==> config.mk <==
export PLATFORM = sky130hd
export DESIGN_NAME = division_seq_flat
export DESIGN_NICKNAME = d
export VERILOG_FILES = /design/src/rtl/division_seq_pkg.sv /design/src/rtl/division_seq_if.sv /design/src/rtl/division_seq_step.sv /design/src/rtl/division_seq.sv /design/src/flat_wrapper.sv
export SDC_FILE = /design/constraint.sdc
export NUM_CORES = 1
export LEC_CHECK = 0
export CAP_MARGIN = 40
export CORE_UTILIZATION = 30
export DETAILED_ROUTE_END_ITERATION = 6
export PLACE_DENSITY = 0.52
export SYNTH_ARGS = -nofsm -noshare
export SYNTH_HDL_FRONTEND = slang
export SYNTH_SLANG_ARGS = --single-unit
==> constraint.sdc <==
create_clock -name clk -period 3.08 [get_ports clk]
set_input_delay 0.77 -clock clk [delete_from_list [all_inputs] [get_ports clk]]
set_output_delay 0.77 -clock clk [all_outputs]
set_load 0.02 [all_outputs]
==> src/rtl/division_seq_pkg.sv <==
`default_nettype none
// ============================================================================
//  Module      : div_pkg
//  Description : Shared types and constants for the sequential divider.
//  Revision    : 1.0 - initial release
// ============================================================================
package div_pkg;

   typedef enum logic [1:0] {
      IDLE = 2'd0,
      CALC = 2'd1,
      FIN  = 2'd2
   } div_state_t;

   // Quotient reported on divide-by-zero; sliced down to the operand width.
   localparam logic [63:0] DIV0_FILL = '1;

endpackage
`default_nettype wire

==> src/rtl/division_seq_if.sv <==
`default_nettype none
// ============================================================================
//  Module      : division_seq_if
//  Description : Start/done handshake and operand/result bundle for the
//                sequential divider.
//  Revision    : 1.0 - initial release
// ============================================================================
interface division_seq_if #(
   parameter int N = 4
);
   logic         start;
   logic [N-1:0] a;
   logic [N-1:0] b;
   logic [N-1:0] result;
   logic [N-1:0] remainder;
   logic         flagC;
   logic         flagV;
   logic         flagZ;
   logic         busy;
   logic         done;

   modport master (
      output start, a, b,
      input  result, remainder, flagC, flagV, flagZ, busy, done
   );

   modport slave (
      input  start, a, b,
      output result, remainder, flagC, flagV, flagZ, busy, done
   );
endinterface
`default_nettype wire

==> src/rtl/division_seq_step.sv <==
`default_nettype none
// ============================================================================
//  Module      : div_step
//  Description : One restoring-division step: shift in one dividend bit,
//                compare against the divisor, conditionally subtract.
//  Revision    : 1.0 - initial release
// ============================================================================
module div_step #(
   parameter int N = 4
) (
   input  logic [N-1:0] rem_in,
   input  logic         in_bit,
   input  logic [N-1:0] divisor,
   output logic [N-1:0] rem_out,
   output logic         q_bit
);
   logic [N:0]   shifted;
   logic [N-1:0] diff;

   // Compare on N+1 bits so a partial remainder with its top bit set is
   // never truncated; the difference always fits in N bits when taken.
   always_comb begin
      shifted = {rem_in, in_bit};
      q_bit   = (shifted >= {1'b0, divisor});
      diff    = shifted[N-1:0] - divisor;
      rem_out = q_bit ? diff : shifted[N-1:0];
   end
endmodule
`default_nettype wire

==> src/rtl/division_seq.sv <==
`default_nettype none
// ============================================================================
//  Module      : division_seq
//  Description : Sequential unsigned restoring divider, one quotient bit per
//                clock, with ALU-style C/V/Z flags.
//  Revision    : 1.0 - initial release
// ============================================================================
module division_seq
   import div_pkg::*;
#(
   parameter int N = 4
) (
   input  logic            clk,
   input  logic            rst,
   division_seq_if.slave   bus
);
   localparam int CW = $clog2(N);

   div_state_t   state;
   div_state_t   state_next;

   logic [N-1:0]  dividend;     // shifts left; quotient bits enter at LSB
   logic [N-1:0]  divisor;
   logic [N-1:0]  rem;
   logic [CW-1:0] count;

   logic [N-1:0]  result_q;
   logic [N-1:0]  remainder_q;
   logic          flag_c;
   logic          flag_v;
   logic          flag_z;

   logic [N-1:0]  rem_next;
   logic          q_bit;
   logic [N-1:0]  quot_next;

   logic          load_op;
   logic          load_div0;
   logic          last_step;

   div_step #(.N(N)) u_step (
      .rem_in  (rem),
      .in_bit  (dividend[N-1]),
      .divisor (divisor),
      .rem_out (rem_next),
      .q_bit   (q_bit)
   );

   assign quot_next = {dividend[N-2:0], q_bit};

   // State register.
   always_ff @(posedge clk) begin
      if (rst) state <= IDLE;
      else     state <= state_next;
   end

   // Next-state decode; FIN accepts a start exactly like IDLE.
   always_comb begin
      state_next = state;
      load_op    = 1'b0;
      load_div0  = 1'b0;
      last_step  = 1'b0;
      case (state)
         IDLE, FIN: begin
            state_next = IDLE;
            if (bus.start) begin
               if (bus.b == '0) begin
                  load_div0  = 1'b1;
                  state_next = FIN;
               end else begin
                  load_op    = 1'b1;
                  state_next = CALC;
               end
            end
         end
         CALC: begin
            if (count == '0) begin
               last_step  = 1'b1;
               state_next = FIN;
            end
         end
         default: state_next = IDLE;
      endcase
   end

   // Datapath and result registers; results persist until the next load.
   always_ff @(posedge clk) begin
      if (rst) begin
         dividend    <= '0;
         divisor     <= '0;
         rem         <= '0;
         count       <= '0;
         result_q    <= '0;
         remainder_q <= '0;
         flag_c      <= 1'b0;
         flag_v      <= 1'b0;
         flag_z      <= 1'b0;
      end else begin
         if (load_op) begin
            dividend <= bus.a;
            divisor  <= bus.b;
            rem      <= '0;
            count    <= CW'(N - 1);
         end
         if (load_div0) begin
            result_q    <= DIV0_FILL[N-1:0];
            remainder_q <= bus.a;
            flag_v      <= 1'b1;
            flag_c      <= (bus.a != '0);
            flag_z      <= 1'b0;
         end
         if (state == CALC) begin
            dividend <= quot_next;
            rem      <= rem_next;
            count    <= count - 1'b1;
         end
         if (last_step) begin
            result_q    <= quot_next;
            remainder_q <= rem_next;
            flag_z      <= (quot_next == '0);
            flag_c      <= (rem_next != '0);
            flag_v      <= 1'b0;
         end
      end
   end

   assign bus.result    = result_q;
   assign bus.remainder = remainder_q;
   assign bus.flagC     = flag_c;
   assign bus.flagV     = flag_v;
   assign bus.flagZ     = flag_z;
   assign bus.busy      = (state == CALC);
   assign bus.done      = (state == FIN);
endmodule
`default_nettype wire
==> src/flat_wrapper.sv <==
// flat-port wrapper written by rule: the top's interface ports become plain ports
module division_seq_flat import div_pkg::*;
#(
   parameter int N = 4
)
  (clk, rst, bus_start, bus_a, bus_b, bus_result, bus_remainder, bus_flagC, bus_flagV, bus_flagZ, bus_busy, bus_done);
  division_seq_if #(.N(N)) bus_i ();
  input  logic clk;
  input  logic rst;
  input wire logic [$bits(bus_i.start)-1:0] bus_start;
  input wire logic [$bits(bus_i.a)-1:0] bus_a;
  input wire logic [$bits(bus_i.b)-1:0] bus_b;
  output wire logic [$bits(bus_i.result)-1:0] bus_result;
  output wire logic [$bits(bus_i.remainder)-1:0] bus_remainder;
  output wire logic [$bits(bus_i.flagC)-1:0] bus_flagC;
  output wire logic [$bits(bus_i.flagV)-1:0] bus_flagV;
  output wire logic [$bits(bus_i.flagZ)-1:0] bus_flagZ;
  output wire logic [$bits(bus_i.busy)-1:0] bus_busy;
  output wire logic [$bits(bus_i.done)-1:0] bus_done;
  assign bus_i.start = bus_start;
  assign bus_i.a = bus_a;
  assign bus_i.b = bus_b;
  assign bus_result = bus_i.result;
  assign bus_remainder = bus_i.remainder;
  assign bus_flagC = bus_i.flagC;
  assign bus_flagV = bus_i.flagV;
  assign bus_flagZ = bus_i.flagZ;
  assign bus_busy = bus_i.busy;
  assign bus_done = bus_i.done;
  division_seq #(.N(N)) u_core (.clk(clk), .rst(rst), .bus(bus_i));
endmodule
==> load_flow_metrics.sql, run 1 <==
INSERT INTO impl_metrics (metric_group, metric, value, unit) VALUES
('run_status', 'status', 'finished clean', ''),
('clock_network', 'cts_max_level', '1', ''),
('sta', 'final-setup-viol-count', '0', ''),
('synth', 'yosysUniqueCellTypes', '41', ''),
('sta', 'finalClockSkew', '0.00600', 'ns'),
('sta', 'layout_worst_path_cycle_share', '0.849', ''),
('clock_network', 'cts.sink_count', '27', ''),
('placed_design', 'place_inst', '227', ''),
('layout', 'synthToLayoutAreaGrowth', '23.8', '%'),
('die', 'die-area', '0.00482', 'mm²'),
('global_route', 'global_route_wire_length_before_repair', '5540', 'µm'),
('layout', 'post_route_cells_drive_above_1_share', '0.0950', ''),
('routing', 'route.detailed.vias_per_inst', '5.22', ''),
('placed_design', 'placed_cell_area', '0.00164', 'mm²'),
('global_route', 'vias_in_the_first_global_route', '1168', ''),
('sta', 'max_slew.worst_pin.slew', '0.591', 'ns'),
('min_path', 'min_delay_path_class', 'reg -> reg', ''),
('placed_design', 'globalplace.congestion', '0.775', ''),
('clock_network', 'clock_root_buffer', 'sky130_fd_sc_hd__clkbuf_8', ''),
('synth', 'synth-seq-area-share', '0.397', ''),
('synth', 'post-synth-top-area-fraction', '0.397', ''),
('sta', 'slew-limit-headroom', '0.603', ''),
('global_route', 'largest_net_degree_at_the_start_of_global_routing', '24', ''),
('routing', 'detail_route.wl_per_cell', '14.1', 'µm'),
('die', 'die_x', '69.4', 'µm'),
('clock_network', 'cts-resized-gates', '0', ''),
('synth', 'synth_top_area_cell', 'sky130_fd_sc_hd__dfxtp_1', ''),
('routing', 'routed_wl', '3250', 'µm'),
('routing', 'num_vias', '1205', ''),
('layout', 'fillers', '434', ''),
('synth', 'synth_nets', '174', ''),
('setup_path', 'path_class', 'reg -> out', ''),
('clock_network', 'clk_transition_reported_paths', '0.09', 'ns'),
('synth', 'yosys_warnings', '0', ''),
('placed_design', 'dpl.hpwl', '2430', 'µm'),
('global_route', 'grt_antenna_before_repair', '0', ''),
('synth', 'synthTopCellsByArea', 'sky130_fd_sc_hd__dfxtp_1 40%, sky130_fd_sc_hd__nand2_1 5.8%, sky130_fd_sc_hd__nor2_1 4.7%', ''),
('synth', 'yosysMostFrequentCell', 'sky130_fd_sc_hd__dfxtp_1', ''),
('routing', 'drt-initial-drc-count', '53', ''),
('synth', 'syn-mean-instance-area', '8.68', 'µm²'),
('sta', 'achievable-frequency', '0.382', 'GHz'),
('global_route', 'grt.overflow.total', '0', ''),
('layout', 'stdcell_count', '231', ''),
('die', 'core-area', '0.00435', 'mm²'),
('layout', 'fin_nets', '197', ''),
('flow_run', 'cap_viol_max_count', '0', ''),
('synth', 'post_synth_instance_area', '0.00136', 'mm²'),
('synth', 'async_flop_share', '0', ''),
('die', 'num_rows', '24', ''),
('setup_path', 'critical_path.startpoint_type', 'flop', ''),
('layout', 'n_antenna_cell', '0', ''),
('sta', 'final_period_minus_worst_setup_slack', '2.61', 'ns'),
('sta', 'slew_violations', '0', ''),
('synth', 'synth.ff_latch_count', '27', ''),
('synth', 'commonest_register_cell_after_synthesis', 'sky130_fd_sc_hd__dfxtp_1', ''),
('setup_path', 'worstPathArrival', '1.84', 'ns'),
('power', 'power_density', '500', 'mW/mm²'),
('placed_design', 'port_buffers', '23', ''),
('die', 'initial_core_util', '0.313', ''),
('power', 'totalPowerFinal', '0.843', 'mW'),
('die', 'num_io_pins', '24', ''),
('setup_path', 'crit_path_end_kind', 'primary output', ''),
('routing', 'post-route-drc-count', '0', ''),
('routing', 'antenna_violating_nets_post_route', '0', ''),
('setup_path', 'worst-endpoint-required', '2.31', 'ns'),
('sta', 'hold_viol', '0', ''),
('clock_network', 'cts_buffer_depth', '2', ''),
('clock_network', 'tritoncts.num_buffers', '3', ''),
('synth', 'netlist_top_cells_count', '27 x sky130_fd_sc_hd__dfxtp_1, 21 x sky130_fd_sc_hd__nand2_1, 17 x sky130_fd_sc_hd__nor2_1, 12 x sky130_fd_sc_hd__nor3_1, 9 x sky130_fd_sc_hd__inv_1', ''),
('synth', 'synth-edff-count', '0', ''),
('synth', 'netlist_instances', '157', '');
## worst paths after layout
path,from,end,slack (ns),depth (start not counted)
max,u_core.state[1]$_SDFFE_PP0P_,bus_busy,0.47,3
min,u_core.rem[3]$_SDFFE_PP0P_,u_core.rem[3]$_SDFFE_PP0P_,0.46,2
max reg2reg,u_core.rem[1]$_SDFFE_PP0P_,u_core.bus.flagC$_SDFFE_PP0P_,0.95,5
min reg2reg,u_core.rem[3]$_SDFFE_PP0P_,u_core.rem[3]$_SDFFE_PP0P_,0.46,2
## worst max-delay path, stage by stage (launching register included)
cell                              delay [ns]
sky130_fd_sc_hd__dfxtp_1                0.31
sky130_fd_sc_hd__nand2b_1               0.26
sky130_fd_sc_hd__inv_1                  0.32
sky130_fd_sc_hd__clkdlybuf4s50_1        0.67
## where the power goes
| part | internal, mW | switching, mW | total (mW) |
|---|---|---|---|
| Clock | 0.0907 | 0.111 | 0.201 |
| Sequential | 0.378 | 0.0214 | 0.400 |
| Combinational | 0.109 | 0.133 | 0.242 |
| Total | 0.578 | 0.266 | 0.843 |
## metal layers
metal	part of all wire	global-route usage	vias to the layer above
met5	0	0	-
met4	0.0059	0.0340	0
met3	0.040	0.0363	2
met2	0.47	0.224	24
met1	0.49	0.194	577
li1	-	-	602
## sequential cells by signal (all words and copies together), names as in the netlist
name and cells:
u_core.bus.remainder 4, u_core.bus.result 4, u_core.dividend 4, u_core.divisor 4, u_core.rem 4, u_core.count 2
u_core.state 2, u_core.bus.flagC 1, u_core.bus.flagV 1, u_core.bus.flagZ 1
## through the flow
| stage | hold slack [ns] | setup WS (ns) | utilization |
|---|---|---|---|
| 2_1_floorplan | 0.417 | 1.13 | - |
| 3_3_place_gp | 0.438 | 0.550 | 0.377 |
| 5_1_grt | 0.491 | 0.322 | 0.387 |
| 3_5_place_dp | 0.444 | 0.479 | 0.377 |
| 4_1_cts | 0.465 | 0.451 | 0.387 |
| 6_report | 0.456 | 0.465 | 0.387 |
## layout by cell type (no fill, tap or decap), types with 2 or more instances in the layout
cell and n:
sky130_fd_sc_hd__nand3_1 2, sky130_fd_sc_hd__ha_1 5, sky130_fd_sc_hd__inv_1 9, sky130_fd_sc_hd__nor3_1 12, sky130_fd_sc_hd__a211oi_2 4, sky130_fd_sc_hd__dfxtp_1 27, sky130_fd_sc_hd__a21oi_1 3, sky130_fd_sc_hd__a311oi_1 4
sky130_fd_sc_hd__o21ai_0 5, sky130_fd_sc_hd__clkbuf_8 3, sky130_fd_sc_hd__a22oi_1 4, sky130_fd_sc_hd__a211oi_1 3, sky130_fd_sc_hd__nor2_1 17, sky130_fd_sc_hd__clkdlybuf4s50_1 23, sky130_fd_sc_hd__nand2_1 21, sky130_fd_sc_hd__nand2b_1 4
sky130_fd_sc_hd__and3_1 4, sky130_fd_sc_hd__mux2i_1 3, sky130_fd_sc_hd__nor4_1 3
## kinds of logic after synthesis
family,count (synthesis),synth area share
AO/OA/AOI/OAI,31,0.187
XOR/XNOR,2,0.0129
adder cells (fa/ha/maj),6,0.0606
buffers and inverters,15,0.0432
flip-flops,27,0.397
multiplexers,4,0.0303
AND/OR/NAND/NOR,72,0.269
## final cells by class
type	instances	area [µm²]	area share
Inverter	9	33.8	0.0200
Timing Repair Buffer	24	238	0.141
Clock buffer	3	41.3	0.0245
Sequential cell	27	541	0.320
Clock inverter	1	5.00	0.00297
Multi-Input combinational cell	115	763	0.453
Tap cell	52	65.1	0.0386
No activity file was read; power rests on OpenSTA's default activity.
==> run 2, diff against run 1 <==
Settings changed: PLACE_DENSITY 0.52 to 0.54.
Clock period 3.08 ns to 2.3 ns, I/O delays scaled along.
==> load_flow_metrics.sql, run 2 (same netlist as run 1, synthesis figures left out) <==
INSERT INTO impl_metrics (metric_group, metric, value, unit) VALUES
('run_status', 'status', 'finished clean', ''),
('power', 'power.switching_fraction', '0.307', ''),
('routing', 'num_vias', '1242', ''),
('sta', 'final_period_minus_worst_setup_slack', '2.14', 'ns'),
('layout', 'leading_cell_type_in_the_layout_fill_and_taps_excluded', 'sky130_fd_sc_hd__dfxtp_1', ''),
('sta', 'rsz0062_at_grt', 'false', ''),
('power', 'p_int', '0.794', 'mW'),
('clock_network', 'cts_max_level', '1', ''),
('placed_design', 'port_buffers', '23', ''),
('clock_network', 'cts.sink_count', '27', ''),
('placed_design', 'place_inst', '238', ''),
('layout', 'layout.cell_area.non_filler', '0.00177', 'mm²'),
('layout', 'fillers', '426', ''),
('die', 'die_x', '69.4', 'µm'),
('setup_path', 'worstPathArrival', '1.57', 'ns'),
('setup_path', 'path_class', 'reg -> out', ''),
('clock_network', 'cts_buffer_depth', '2', ''),
('power', 'power_density', '648', 'mW/mm²'),
('sta', 'achievable-frequency', '0.467', 'GHz'),
('sta', 'max_slew.worst_pin.slew', '0.492', 'ns'),
('global_route', 'globalRouteTotalUtil', '0.139', ''),
('sta', 'slew-limit-headroom', '0.671', ''),
('power', 'seq_power_share', '0.467', ''),
('clock_network', 'cts-resized-gates', '0', ''),
('sta', 'slew_violations', '0', ''),
('setup_path', 'worstPathMaxFanout', '8', ''),
('flow_run', 'cap_viol_max_count', '0', ''),
('setup_path', 'crit-reg2reg-capture', 'u_core.bus.remainder[2]$_SDFFE_PP0P_', ''),
('sta', 'hold_viol', '0', ''),
('sta', 'final-setup-viol-count', '0', ''),
('layout', 'fin_nets', '208', ''),
('clock_network', 'worst_skew_pair.late_latency', '0.27', 'ns'),
('clock_network', 'cts_hold_buffers', '0', ''),
('clock_network', 'clk_transition_reported_paths', '0.09', 'ns'),
('min_path', 'worstHoldPathCells', '2', ''),
('routing', 'post-route-drc-count', '0', ''),
('layout', 'layout.cells.most_common_list', '27 x sky130_fd_sc_hd__dfxtp_1, 23 x sky130_fd_sc_hd__clkdlybuf4s50_1, 21 x sky130_fd_sc_hd__nand2_1', ''),
('die', 'dieHeight', '69.4', 'µm'),
('clock_network', 'tritoncts.num_buffers', '3', ''),
('die', 'core-area', '0.00435', 'mm²'),
('layout', 'post_route_cells_drive_above_1_share', '0.142', ''),
('layout', 'stdcell_count', '242', ''),
('layout', 'n_antenna_cell', '0', ''),
('routing', 'route.detailed.vias_per_inst', '5.13', ''),
('clock_network', 'clock_root_buffer', 'sky130_fd_sc_hd__clkbuf_8', ''),
('clock_network', 'post-cts-setup-buffers', '0', ''),
('power', 'power.clock.fraction', '0.232', ''),
('power', 'vdd_ir_drop_max', '0.261', 'mV'),
('sta', 'finalClockSkew', '0.00385', 'ns'),
('global_route', 'vias_in_the_first_global_route', '1207', ''),
('sta', 'layout_worst_path_cycle_share', '0.932', ''),
('routing', 'detail_route.wl_per_cell', '13.2', 'µm'),
('placed_design', 'globalplace.congestion', '0.774', ''),
('min_path', 'hold-path-endpoint', 'u_core.rem[3]$_SDFFE_PP0P_', ''),
('layout', 'synthToLayoutAreaGrowth', '29.8', '%'),
('setup_path', 'worst-endpoint-required', '1.73', 'ns'),
('setup_path', 'timing.reg2reg.setup_slack', '0.35', 'ns'),
('die', 'num_rows', '24', ''),
('routing', 'antenna_violating_nets_post_route', '0', ''),
('setup_path', 'worstRegToRegCells', '6', ''),
('power', 'power.leakage', '0.686', 'nW'),
('global_route', 'largest_net_degree_at_the_start_of_global_routing', '15', ''),
('routing', 'drt-initial-drc-count', '43', ''),
('power', 'p_sw', '0.352', 'mW'),
('global_route', 'grt.overflow.total', '0', ''),
('routing', 'detailedRoute.firstPassIterationCount', '4', ''),
('routing', 'routed_wl', '3200', 'µm'),
('min_path', 'worst_min_delay_path_startpoint', 'u_core.rem[3]$_SDFFE_PP0P_', ''),
('placed_design', 'dpl.hpwl', '2560', 'µm'),
('min_path', 'min_delay_path_class', 'reg -> reg', ''),
('die', 'initial_core_util', '0.313', ''),
('placed_design', 'placed_cell_area', '0.00172', 'mm²'),
('global_route', 'global_route_wire_length_before_repair', '5480', 'µm'),
('clock_network', 'cts_tree', 'built', ''),
('setup_path', 'crit-reg2reg-launch', 'u_core.rem[1]$_SDFFE_PP0P_', ''),
('power', 'power_frac_comb', '0.301', ''),
('die', 'die-area', '0.00482', 'mm²'),
('global_route', 'grt_antenna_before_repair', '0', ''),
('setup_path', 'critical_path.startpoint_type', 'flop', ''),
('sta', 'worst_hold_slack', '0.461', 'ns'),
('setup_path', 'crit_path_end_kind', 'primary output', ''),
('die', 'num_io_pins', '24', '');
==> run 2: cell count changes in the layout (fill, tap and decap cells not counted) <==
cell / before / now
sky130_fd_sc_hd__buf_4: 1 / 12
sky130_fd_sc_hd__clkbuf_1: 0 / 1
sky130_fd_sc_hd__clkinv_2: 1 / 0
==> run 2: worst max path at each step <==
| stage | end | start | cells past startpoint | slack (ns) |
|---|---|---|---|---|
| after detailed placement | u_core.bus.remainder[2]$_SDFFE_PP0P_ | bus_b[0] | 6 | -0.007 |
| final | bus_busy | u_core.state[1]$_SDFFE_PP0P_ | 3 | 0.16 |
| after floorplan | u_core.bus.flagC$_SDFFE_PP0P_ | u_core.divisor[2]$_SDFFE_PP0P_ | 6 | 0.40 |
| after global placement | u_core.bus.remainder[1]$_SDFFE_PP0P_ | bus_b[0] | 6 | 0.06 |
| after global routing | bus_busy | u_core.state[0]$_SDFFE_PP0P_ | 3 | 0.05 |
| after CTS | bus_busy | u_core.state[1]$_SDFFE_PP0P_ | 3 | 0.15 |
==> run 2: cell type report <==
type / count / area, µm² / share of cell area
Timing Repair Buffer: 35 / 320 / 0.181
Sequential cell: 27 / 541 / 0.306
Tap cell: 52 / 65.1 / 0.0368
Multi-Input combinational cell: 115 / 763 / 0.432
Inverter: 9 / 33.8 / 0.0191
Clock buffer: 4 / 45.0 / 0.0255
==> run 2: critical path: stages (launching register included) <==
cell	delay (ns)
sky130_fd_sc_hd__dfxtp_1	0.31
sky130_fd_sc_hd__nand2b_1	0.25
sky130_fd_sc_hd__inv_1	0.13
sky130_fd_sc_hd__clkdlybuf4s50_1	0.61
==> run 2: power groups by stage <==
stage          logic [mW]  registers, mW  clock network, mW
2_1_floorplan       0.207          0.559                  0
3_3_place_gp        0.341          0.545                  0
3_5_place_dp        0.346          0.546                  0
4_1_cts             0.348          0.535              0.271
5_1_grt             0.379          0.540              0.290
6_report            0.345          0.535              0.266
==> run 2: metal layers <==
layer	wire length, µm	track usage	up-vias
li1	-	-	618
met1	1480	0.178	599
met2	1580	0.235	21
met3	88	0.0218	4
met4	41	0.0522	0
met5	0	0	-
==> run 2: metrics by stage <==
stage                util  power [mW]  setup slack (ns)  setup TNS (ns)
global placement    0.396       0.886            0.0626               0
CTS                 0.406        1.15             0.148               0
detailed placement  0.396       0.892          -0.00719        -0.00719
floorplan               -       0.766             0.405               0
finish              0.406        1.15             0.157               0
global route        0.406        1.21            0.0539               0
